--- config.mk ---
export PLATFORM = sky130hd
export DESIGN_NAME = matrix_frame_decoder
export DESIGN_NICKNAME = d
export VERILOG_FILES = /design/src/rtl/matrix_frame_decoder.sv
export SDC_FILE = /design/constraint.sdc
export NUM_CORES = 1
export LEC_CHECK = 0
export ABC_AREA = 1
export CAP_MARGIN = 25
export CORE_ASPECT_RATIO = 1.2
export CORE_MARGIN = 5
export CORE_UTILIZATION = 25
export DETAILED_ROUTE_END_ITERATION = 8
export PLACE_DENSITY = 0.53
export SLEW_MARGIN = 20
export SYNTH_ARGS = -nofsm -noshare
export SYNTH_HDL_FRONTEND = slang
export SYNTH_SLANG_ARGS = --single-unit
--- constraint.sdc ---
create_clock -name clk_i -period 1.7 [get_ports clk_i]
set_input_delay 0.34 -clock clk_i [delete_from_list [all_inputs] [get_ports clk_i]]
set_output_delay 0.34 -clock clk_i [all_outputs]
set_load 0.05 [all_outputs]
--- src/rtl/matrix_frame_decoder.sv ---
`default_nettype none
// ============================================================================
//  Module   : matrix_frame_decoder
//  Purpose  : Receive side of the 8x8 LED-matrix scan interface. Samples the
//             multiplexed row-select / column-data lines and rebuilds the
//             complete GS*GS frame bitmap. A row is accepted only after it has
//             been held unchanged for STABLE_CYC cycles.
//  Options  : FRAME_DECODER_TIMEOUT_EN - when defined, a capture that runs for
//             TIMEOUT cycles is aborted and the sticky err_o flag is raised.
//  Revision : 1.0 - initial release
// ============================================================================
module matrix_frame_decoder #(
    parameter int GS         = 8,
    parameter int STABLE_CYC = 4,
    parameter int TIMEOUT    = 4096
) (
    input  logic               clk_i,
    input  logic               rst_n_i,
    input  logic               e_cap_i,
    input  logic [GS-1:0]      row_i,
    input  logic [GS-1:0]      col_i,
    output logic [GS*GS-1:0]   matrix_o,
    output logic               d_cap_o,
    output logic               err_o
);

    localparam int              SW       = $clog2(STABLE_CYC + 1);
    localparam int              IW       = (GS > 1) ? $clog2(GS) : 1;
    localparam logic [SW-1:0]   STAB_MAX = SW'(STABLE_CYC);

    typedef enum logic [1:0] {
        S_IDLE    = 2'd0,
        S_CAPTURE = 2'd1,
        S_DONE    = 2'd2
    } state_t;

    // Reject configurations the stability counter and timer cannot represent
    if (STABLE_CYC < 1 || TIMEOUT < 1) begin : g_param_check
        $error("matrix_frame_decoder: STABLE_CYC and TIMEOUT must be >= 1");
    end

    state_t             state_q;
    logic [GS-1:0]      row_q;
    logic [GS-1:0]      col_q;
    logic [GS-1:0]      seen_q;
    logic [SW-1:0]      stab_q;
    logic [SW-1:0]      stab_d;
    logic [GS*GS-1:0]   shadow_q;
    logic [GS*GS-1:0]   matrix_q;
    logic               d_cap_q;
    logic               same;
    logic               onehot;
    logic               accept;
    logic [IW-1:0]      row_idx;
    logic               tmr_expire;

    // Run-length of the current {row,col} sample and the one-shot accept strobe
    always_comb begin
        same = (row_i == row_q) && (col_i == col_q);
        if (same) begin
            stab_d = (stab_q == STAB_MAX) ? STAB_MAX : stab_q + 1'b1;
        end else begin
            stab_d = SW'(1);
        end
        onehot  = (row_i != '0) && ((row_i & (row_i - 1'b1)) == '0);
        row_idx = '0;
        for (int r = 0; r < GS; r++) begin
            if (row_i[r]) begin
                row_idx = IW'(r);
            end
        end
        // Fire only on the cycle the run first reaches STABLE_CYC; a saturated
        // run that simply continues must not be accepted again.
        accept = onehot && (stab_d == STAB_MAX) && !(same && (stab_q == STAB_MAX));
    end

`ifdef FRAME_DECODER_TIMEOUT_EN
    localparam int            TW       = $clog2(TIMEOUT + 1);
    localparam logic [TW-1:0] TMR_LAST = TW'(TIMEOUT - 1);

    logic [TW-1:0] tmr_q;
    logic          err_q;

    assign tmr_expire = (state_q == S_CAPTURE) && (tmr_q == TMR_LAST);
    assign err_o      = err_q;

    // Capture-duration counter, cleared whenever a new capture starts
    always_ff @(posedge clk_i or negedge rst_n_i) begin
        if (!rst_n_i) begin
            tmr_q <= '0;
        end else if (state_q == S_IDLE) begin
            tmr_q <= '0;
        end else if (state_q == S_CAPTURE && !tmr_expire) begin
            tmr_q <= tmr_q + 1'b1;
        end
    end

    // Sticky timeout flag, only cleared by reset
    always_ff @(posedge clk_i or negedge rst_n_i) begin
        if (!rst_n_i) begin
            err_q <= 1'b0;
        end else if (tmr_expire) begin
            err_q <= 1'b1;
        end
    end
`else
    assign tmr_expire = 1'b0;
    assign err_o      = 1'b0;
`endif

    // Capture sequencer: sampling, row acceptance and frame hand-off
    always_ff @(posedge clk_i or negedge rst_n_i) begin
        if (!rst_n_i) begin
            state_q  <= S_IDLE;
            row_q    <= '0;
            col_q    <= '0;
            seen_q   <= '0;
            stab_q   <= '0;
            shadow_q <= '0;
            matrix_q <= '0;
            d_cap_q  <= 1'b0;
        end else begin
            row_q   <= row_i;
            col_q   <= col_i;
            d_cap_q <= 1'b0;
            case (state_q)
                S_IDLE: begin
                    if (e_cap_i) begin
                        state_q  <= S_CAPTURE;
                        seen_q   <= '0;
                        stab_q   <= '0;
                        shadow_q <= '0;
                    end
                end
                S_CAPTURE: begin
                    // Abort has priority so a frame completing as enable
                    // drops is never published.
                    if (!e_cap_i || tmr_expire) begin
                        state_q <= S_IDLE;
                    end else if (&seen_q) begin
                        state_q  <= S_DONE;
                        d_cap_q  <= 1'b1;
                        matrix_q <= shadow_q;
                    end else begin
                        stab_q <= stab_d;
                        if (accept) begin
                            shadow_q[row_idx*GS +: GS] <= col_i;
                            seen_q[row_idx]            <= 1'b1;
                        end
                    end
                end
                S_DONE: begin
                    state_q <= S_IDLE;
                end
                default: begin
                    state_q <= S_IDLE;
                end
            endcase
        end
    end

    assign matrix_o = matrix_q;
    assign d_cap_o  = d_cap_q;

endmodule
`default_nettype wire

After elaboration in Yosys (flattened, before gate mapping). Index checks and enable logic that the tools add are counted.

Logic and storage cells: 76. Flip-flop bits (word level): 158. Bits of input ports: 19.

Bitwise logic cells: 2. $lt $le $gt $ge: 2. Reduce and logical (&&, ||, !) cells: 16. Add/sub/neg operators: 3. Shift operators: 2. Mux-type cells: 33. Eq/ne operators: 10.

Operators by type and width (count): $mux W64 (4); $pmux W64 S2 (1); $bwmux W64 (1); $shift A8 B34 Y64 const A (1); $shiftx A8 B34 Y64 (1); $neg A6 Y34 (1); $mux W8 (4); $mux W3 (10); $eq A8 B8 Y1 (2); $pmux W8 S2 (1); $reduce_and A10 Y1 (1); $and A8 B8 Y8 (1); $logic_not A8 Y1 (1); $mux W2 (4); $ne A2 B2 Y1 const B (4); $or A8 B8 Y8 (1); $reduce_and A8 Y1 (1); $reduce_bool A8 Y1 (1); $sub A8 B1 Y8 const B (1); $eq A3 B3 Y1 const B (2); $logic_and A1 B1 Y1 (6); $pmux W3 S2 (1); $mux W1 (5); $reduce_and A5 Y1 (1); other kinds (12) (12).

Logic depth before layout (Yosys ltp).
Depth in word-level cells: 16. Depth in mapped cells: 16. Mapped depth without buffers: 14.

Worst setup path after synthesis. No wires, ideal clock.

Path kind: input -> register. From: input row_i[2]. To: register shadow_q[32]. Library setup time: 0.118 ns. Arrival: 2.371 ns. Required time: 1.582 ns. Cell stages on the path: 16. Path slack: -0.790 ns. Cells stage by stage: inv_2 -> nand2_1 -> nand2_1 -> nand2_1 -> nand2_1 -> nand2_1 -> clkbuf_1 -> ha_1 -> ha_1 -> clkbuf_1 -> inv_1 -> nand4_4 -> o21bai_2 -> nand3_2 -> nand2_1 -> nand2_1.

Word-level cells in the longest chain between the ends: 13. Elaborated cells on any way between the ends: 29. Those cells by class: 2 x add/sub; 3 x eq/ne; 2 x shift; 12 x mux; 1 x bitwise; 9 x reduce/logical.

Ends and longest elaborated chain: start: declaration (line 20) `input logic [GS-1:0] row_i,`; $mux W2 (line 68) `if (row_i[r]) begin`; $mux W3 (5 in a row) (line 68); $neg A6 Y34 (line 147) `shadow_q[row_idx*GS +: GS] <= col_i;`; $shiftx A8 B34 Y64 or $shift A8 B34 Y64 (tied branches) (line 147); $bwmux W64 (line 147); $mux W64 (line 146) `if (accept) begin`; $mux W64 (line 140) `end else if (&seen_q) begin`; $mux W64 (line 138) `if (!e_cap_i || tmr_expire) begin`; $pmux W64 S2 (line 126) `case (state_q)`; end signal: indexed assignment (line 147); end: declaration (line 48) `logic [GS*GS-1:0] shadow_q;`.

Several ways; a longest one is shown, not always the timed one. The select of a mux whose other input is x is not followed. A chain may end at the register's enable or synchronous reset.

Final worst setup path.
From: register stab_q[0]. To: register shadow_q[37].

Word-level cells in the longest chain between the ends: 8. Elaborated cells on any way between the ends: 11. Those cells by class: 1 x add/sub; 3 x eq/ne; 2 x mux; 5 x reduce/logical.

Ends and longest elaborated chain: start: declaration (line 46) `logic [SW-1:0] stab_q;`; start signal: assignment (line 145) `stab_q <= stab_d;`; $add A3 B1 Y3 or $eq A3 B3 Y1 (tied branches) (line 61, 74); $mux W3 (line 61) `stab_d = (stab_q == STAB_MAX) ? STAB_MAX : stab_q + 1'b1;`; $mux W3 (line 60) `if (same) begin`; $eq A3 B3 Y1 (line 74) `accept = onehot && (stab_d == STAB_MAX) && !(same && (stab_q == STAB_MAX));`; $logic_and A1 B1 Y1 (line 74); $logic_and A1 B1 Y1 (*) (line 74); $ne A2 B2 Y1 (no source line) (*); $reduce_and A5 Y1 (no source line) (*).

Mark *: on every way between the ends. The rest lies on a longest branch, timed or not.

==> qor.csv <==
stage,metric,value,unit
route,first_iter_violations,599,
grt,grt_pass1_wl,34.6,mm
logic_synthesis,synthMuxAreaShare,0,%
route,vias,6434,
sta,period_minus_slack,2.01,ns
power,power.leakage,5.39,nW
worst_setup_path,cpMaxStageDelayCell,dfrtp_1,
logic_synthesis,syn_inst,876,
logic_synthesis,synth.most_common_cell,nand2_1,
logic_synthesis,synth_xor_area_share,0.614,%
logic_synthesis,synth_top_family_by_area,simple AND/OR/NAND/NOR gates,
cells_and_area,drive_gt1_share,31.4,%
logic_synthesis,synth.distinct_cells,30,
cells_and_area,n_antenna_cell,0,
worst_setup_path,start_kind,flop,
floorplanning,die_width,164,µm
cts,htreeDepth,4,
grt,grt_util_met2,23.8,%
logic_synthesis,synth_nets,899,
worst_setup_path,crit_type,reg2reg,
grt,use_met3,3.02,%
worst_setup_path,crit_fanout,8,
sta,setup_violations,72,
sta,post-route-period-util,118,%
cells_and_area,fin_util,36.7,%
worst_setup_path,cp_data_arrival_time,2.34,ns
cts,numCtsBuffers,17,
floorplanning,rows,67,
sta,fmax,0.497,GHz
logic_synthesis,ys_top_cells_by_count,"nand2_1 (412), dfrtp_1 (158), nand4_1 (66)",
placed_design,place_hpwl,14.9,mm
logic_synthesis,syn_avg_cell_area,8.14,µm²
cells_and_area,area_delta_synth_final,44.2,%
status,failed_checks,setup timing,
worst_setup_path,max_stage_delay,0.39,ns
status,status,"complete, but fails checks",
logic_synthesis,async_reset_ff_share,100,%
grt,grt_max_degree,44,
power,power_density,906,mW/mm²
sta,finalHoldViolCount,0,
route,wirelength,20.7,mm
route,drc,0,
cells_and_area,nFillCells,2960,
route,dr.pass1.iters,6,
logic_synthesis,ys.flop_type,dfrtp_1,
logic_synthesis,yosysTopAreaCell,dfrtp_1,
grt,grt_use_total,13.5,%
grt,met1_usage,16.4,%
floorplanning,die_area,0.0320,mm²
logic_synthesis,synth_area,0.00713,mm²
logic_synthesis,synth_adder_area_share,0.702,%
worst_setup_path,required,2.02,ns
logic_synthesis,ys_top_cells_by_area,"dfrtp_1 (55%), nand2_1 (22%), nand4_1 (5.8%), nor2_1 (3.2%), inv_1 (2.1%)",
placed_design,io_buffers,83,
worst_setup_path,cp_common_cell,nand2_1,
placed_design,gp_congestion,0.894,
power,ir_drop,0.412,mV
route,wl_per_cell,14.2,µm
sta,maxSlewViolCount,0,
cts,clk-insertion-delay-late,0.43,ns
worst_setup_path,setup.worst_path.end_class,flop,
sta,fin_tns_setup,-17.58,ns
floorplanning,fp.dieH,195,µm
sta,skew,0.0150,ns
floorplanning,io-pin-count,85,
cts,path_clk_slew,0.07,ns
logic_synthesis,synthSimpleGateAreaFrac,34.6,%
cts,cts_tree,built,
logic_synthesis,synth_top_area_share,55.5,%
cts,cts_sinks,158,
grt,antenna_found_initial,0,
sta,finalWorstSetupSlack,-0.312,ns
floorplanning,initial_core_util,25.5,%
route,avgViaCountPerCell,4.40,
logic_synthesis,synth-edff-count,0,
grt,grt_overflow,0,
cells_and_area,final_nets,1092,
logic_synthesis,synth-seq-cells,158,
logic_synthesis,ys_warn_count,0,
grt,busiest_layer,met2,
worst_setup_path,cp_cell_sequence,inv_2 > ha_4 > nand2_4 > nand2_2 > nor3_2 > nand2_1 > nor2_2 > nand3_4 > nand2_8 > buf_12 > nand3_4 > nand2_1 > nand2_1,
sta,rsz0062_at_grt,yes,
logic_synthesis,synth-compound-area-share,2.76,%
logic_synthesis,yosysSeqAreaShare,55.5,%
cts,ctsRootBufferMaster,clkbuf_16,
hold_path,hp-class,in2reg,
floorplanning,coreArea,0.0280,mm²
route,drtAntennaViolNets,0,
cts,ctsLongestPathBuffers,2,
grt,first_global_vias,6647,
run,drv_cap,0,
[cells by family after synthesis]
kind of cell / after synthesis
AOI/OAI and AO/OA: 34
xor gates and xnor gates: 5
adders and majority gates: 4
buffers and inverters: 88
DFF: 158
other: 1
and+or+nand+nor: 586
[layout by cell type (no fill, tap or decap), types with 8 or more instances in the layout]
master / n
buf_6: 12
nor2_1: 30
nand2_2: 19
o21ai_2: 9
nand4_1: 66
o21ai_0: 9
clkbuf_16: 17
buf_4: 165
inv_1: 34
inv_2: 14
nor2_2: 30
nand3_1: 16
o21ai_1: 9
buf_12: 15
dfrtp_1: 158
nor3_2: 8
nand2_1: 390
clkdlybuf4s50_1: 10
[layout make-up]
type | instances | area, µm² | area share [%]
Sequential cell | 158 | 3950 | 38.5
Multi-Input combinational cell | 632 | 3220 | 31.3
Timing Repair Buffer | 210 | 1850 | 18.0
Tap cell | 379 | 474 | 4.61
Clock buffer | 18 | 439 | 4.27
Inverter | 50 | 203 | 1.97
Clock inverter | 14 | 141 | 1.38
[critical path: cells and delay by family (launching register included)]
kind	cells	cell delay, ns
simple gates	10	1.14
flops	1	0.39
buf+inv	2	0.21
fa+ha+maj	1	0.16
[routing by layer]
metal	part of all wire (%)	vias to the layer above
met2	52	140
met3	4.1	33
met1	41	3063
met5	0	-
met4	2.1	0
li1	-	3198
[timing repair]
action | CTS | global route
pin swaps | 23 | 9
setup endpoints to repair | 72 | 74
hold endpoints to repair | 34 | 0
buffers inserted | 19 | 3
hold buffers | 1 | 0
cloned | 3 | 0
gates resized for setup | 91 | 27
[worst paths after layout]
path / start / end / slack (ns) / depth (start not counted)
min reg2reg: shadow_q[35] / shadow_q[35] / 0.47 / 2
max in group asynchronous: rst_n_i / shadow_q[42] / 0.73 / 3
min: row_i[6] / row_q[6] / 0.29 / 2
min in group asynchronous: rst_n_i / matrix_o[0] / 0.42 / 2
max: stab_q[0] / shadow_q[37] / -0.31 / 13
max reg2reg: stab_q[0] / shadow_q[37] / -0.31 / 13
[state kept, by name (all words and copies together) (netlist names)]
signal / count
col_q: 8
d_cap_o: 1
matrix_o: 64
row_q: 8
seen_q: 8
shadow_q: 64
stab_q: 3
state_q: 2
[stage by stage]
step                total power, mW  cell area [µm²]  setup slack, ns  hold WS (ns)  cells
floorplan                      4.66             7240           -0.382        0.0444    876
global placement               5.25             9120           -0.955         0.309   1408
detailed placement             5.27             9120           -0.973         0.310   1408
CTS                            9.37            10200           -0.255         0.274   1463
global route                   9.73            10300           -0.448         0.297   1461
finish                         9.31            10300           -0.312         0.292   1461
[power by group]
group	total [mW]	switching (mW)	leakage [nW]	internal [mW]
Combinational	1.58	0.919	2.95	0.656
Sequential	3.90	0.0575	2.16	3.84
Clock	3.83	1.73	0.279	2.11
(Power assumes the default switching activity.)
==> variant: new RTL, same flow settings <==
Register the inputs `e_cap_i`, `row_i` and `col_i` before use, without a reset. The logic sees them one clock later.
--- a/src/rtl/matrix_frame_decoder.sv
+++ b/src/rtl/matrix_frame_decoder.sv
@@ -34,6 +34,16 @@
         S_DONE    = 2'd2
     } state_t;
 
+    logic e_cap_q;
+    logic [GS-1:0] row_r;
+    logic [GS-1:0] col_r;
+
+    always_ff @(posedge clk_i) begin
+        e_cap_q <= e_cap_i;
+        row_r   <= row_i;
+        col_r   <= col_i;
+    end
+
     // Reject configurations the stability counter and timer cannot represent
     if (STABLE_CYC < 1 || TIMEOUT < 1) begin : g_param_check
         $error("matrix_frame_decoder: STABLE_CYC and TIMEOUT must be >= 1");
@@ -56,16 +66,16 @@
 
     // Run-length of the current {row,col} sample and the one-shot accept strobe
     always_comb begin
-        same = (row_i == row_q) && (col_i == col_q);
+        same = (row_r == row_q) && (col_r == col_q);
         if (same) begin
             stab_d = (stab_q == STAB_MAX) ? STAB_MAX : stab_q + 1'b1;
         end else begin
             stab_d = SW'(1);
         end
-        onehot  = (row_i != '0) && ((row_i & (row_i - 1'b1)) == '0);
+        onehot  = (row_r != '0) && ((row_r & (row_r - 1'b1)) == '0);
         row_idx = '0;
         for (int r = 0; r < GS; r++) begin
-            if (row_i[r]) begin
+            if (row_r[r]) begin
                 row_idx = IW'(r);
             end
         end
@@ -120,12 +130,12 @@
             matrix_q <= '0;
             d_cap_q  <= 1'b0;
         end else begin
-            row_q   <= row_i;
-            col_q   <= col_i;
+            row_q   <= row_r;
+            col_q   <= col_r;
             d_cap_q <= 1'b0;
             case (state_q)
                 S_IDLE: begin
-                    if (e_cap_i) begin
+                    if (e_cap_q) begin
                         state_q  <= S_CAPTURE;
                         seen_q   <= '0;
                         stab_q   <= '0;
@@ -135,7 +145,7 @@
                 S_CAPTURE: begin
                     // Abort has priority so a frame completing as enable
                     // drops is never published.
-                    if (!e_cap_i || tmr_expire) begin
+                    if (!e_cap_q || tmr_expire) begin
                         state_q <= S_IDLE;
                     end else if (&seen_q) begin
                         state_q  <= S_DONE;
@@ -144,7 +154,7 @@
                     end else begin
                         stab_q <= stab_d;
                         if (accept) begin
-                            shadow_q[row_idx*GS +: GS] <= col_i;
+                            shadow_q[row_idx*GS +: GS] <= col_r;
                             seen_q[row_idx]            <= 1'b1;
                         end
                     end
Behaviour: no difference found for any inputs over 10 cycles, from zero or initial values and one cycle with rst_n_i low; that may be too few to reach the edited logic, so the function may still have changed.
==> variant against the original RTL <==
The run still ends with setup timing left. First-iteration DRC count is 45% lower. Die area is 2.5% higher. Area after synthesis rose by 2.7%. Count of clock-buffer cells in the layout fell by 1. Sequential cell count grew 17. Final area grew 1.8%. Routed wire length down 3.5%. Total power grew 1.8%. Worst setup slack lost 0.045 ns. Largest cell class unchanged. Largest power group unchanged. Highest routed layer unchanged.
==> variant: results (changes against the original RTL) <==
| Metric | Value |
|---|---|
| Detailed Place HPWL | `14500 um (-2.9%)` |
| Violations in the final reports | `setup timing` |
| Proportion of synthesized chip area in sequential cells | `0.587 (+0.0321)` |
| Netlist cell types | `28 (-6.7%)` |
| Net count reported at finish | `1055 (-3.4%)` |
| Layout filler cell count | `2974 (+0.47%)` |
| Async set-or-reset flop fraction in the synthesized netlist | `0.903 (-0.0971)` |
| Run status | `finished with violations` |
| Post-DR wirelength/cell | `14.0 um (-1.4%)` |
| Final Skew | `0.0102 ns (-0.00479 ns)` |
| NetSw | `2730 uW (+0.85%)` |
| Total placed instance area | `0.00905 mm^2 (-0.81%)` |
| Synth cell count leaders | `390 x sky130_fd_sc_hd__nand2_1, 158 x sky130_fd_sc_hd__dfrtp_1, 86 x sky130_fd_sc_hd__nand3_1` |
| Number of diodes added for antenna fixing | `0 (unchanged)` |
| VDD IR max | `0.574 mV (+39%)` |
| Final GP Congestion | `0.831 (-7.0%)` |
| Overall fraction of global-route tracks in use | `0.123 (-0.0125)` |
| Leakage power total | `0.00532 uW (-1.3%)` |
| Arrival time of data at the critical path endpoint | `2.38 ns (+0.04 ns)` |
| Ranking of synthesized cells by area | `sky130_fd_sc_hd__dfrtp_1 54%, sky130_fd_sc_hd__nand2_1 20%, sky130_fd_sc_hd__nand3_1 5.9%, sky130_fd_sc_hd__dfxtp_1 4.7%, sky130_fd_sc_hd__nor2_1 3.1%` |
| DR vias/cell | `4.25 (-3.6%)` |
| Remaining routing DRC violations | `0 (unchanged)` |
| Smallest setup slack after layout | `-0.357 ns (-0.0448 ns)` |
| Slowest-stage cell, CP | `sky130_fd_sc_hd__dfxtp_2` |
| Number of global-route vias before repair | `6270 (-5.7%)` |
| Cell count of the worst hold path | `1 (-1)` |
| Endpoint of the most critical register-to-register path | `shadow_q[21]` |
| End point of the worst hold path | `row_r[3]` |
| Number of optimization iterations in the first detailed-route pass | `4 (-2)` |
| Wire length of the first global-routing pass | `32600 um (-5.9%)` |
| Start point of the worst min-delay path | `row_i[3]` |
| Worst path max stage delay | `0.34 ns (-0.05 ns)` |
| Reg-to-reg startpoint | `row_r[2]` |
| Fraction of layout instances using a drive strength above 1 | `0.332 (+0.0178)` |
| Number of cells traversed by the worst register-to-register path | `14 (+1)` |
| Setup Viol. Count Final | `70 (-2.8%)` |
| Initial drt markers | `331 (-45%)` |
| H-tree Lvls | `4 (unchanged)` |
[variant: cell count changes in the layout (fill, tap and decap cells not counted), sizes merged, moves of 13 or more]
cell | unedited run | this run
nand2 | 416 | 401
o21ai | 28 | 15
nand4 | 67 | 4
dfxtp | 0 | 17
buf | 192 | 152
nand3 | 22 | 86
[variant: per-stage QoR]
step | total power (uW) | setup WS, ns | instances | TNS, ns | hold WS (ns)
finish | 9470 | -0.357 | 1430 | -18.58 | 0.336
global route | 9900 | -0.472 | 1430 | -28.56 | 0.311
CTS | 9530 | -0.317 | 1431 | -16.85 | 0.305
detailed placement | 5330 | -0.347 | 1386 | -18.09 | 0.300
global placement | 5310 | -0.318 | 1386 | -16.70 | 0.292
floorplan | 4890 | -0.465 | 876 | -17.40 | 0.0444
[variant: cell families (layout without fill, tap and decap cells)]
| group | count (synthesis) | after routing | share of synthesized area |
|---|---|---|---|
| fa+ha+maj | 4 | 4 | 0.00684 |
| xor+xnor | 10 | 10 | 0.0120 |
| buf+inv | 87 | 256 | 0.0556 |
| other cells | 1 | 1 | 0.000512 |
| compound gates | 30 | 30 | 0.0217 |
| flops | 175 | 175 | 0.587 |
| simple gates | 569 | 569 | 0.317 |
[variant: power groups by stage]
stage          clock, uW  combinational, uW  sequential, uW
6_report            3890               1280            4310
5_1_grt             4190               1390            4320
4_1_cts             4030               1190            4310
3_5_place_dp           0                937            4390
3_3_place_gp           0                928            4390
2_1_floorplan          0                513            4380
[variant: layer usage]
layer / GRT usage / vias to the layer above / wire (um)
met5: 0 / - / 0
met4: 0.0327 / 0 / 356
met3: 0.0258 / 30 / 680
met2: 0.224 / 106 / 10400
met1: 0.147 / 2894 / 8550
li1: - / 3043 / -
[variant: worst max path at each step]
stage / start / endpoint / slack, ns / cells after the start
final: row_r[2] / shadow_q[21] / -0.36 / 14
after global routing: row_r[2] / shadow_q[36] / -0.47 / 13
after CTS: row_r[2] / shadow_q[21] / -0.32 / 14
after detailed placement: row_r[7] / shadow_q[21] / -0.35 / 11
after global placement: row_r[7] / shadow_q[21] / -0.32 / 11
after floorplan: row_r[2] / shadow_q[16] / -0.46 / 16
[variant: final cells by class]
class | count | area [um^2] | area share
sequential | 175 | 4310 | 0.412
tap | 385 | 482 | 0.0460
multi-input combinational | 614 | 3280 | 0.314
clock inverter | 15 | 169 | 0.0161
timing repair buffer | 171 | 1590 | 0.152
inverter | 53 | 209 | 0.0200
clock buffer | 17 | 425 | 0.0407
[variant: repair_timing]
item,in CTS,in global routing
resized for setup,102,86
pin swaps,15,39
cloned,3,2
setup endpoints to repair,70,85
endpoints found under the hold margin,33,0
buffers inserted,9,2
hold buffers,1,0
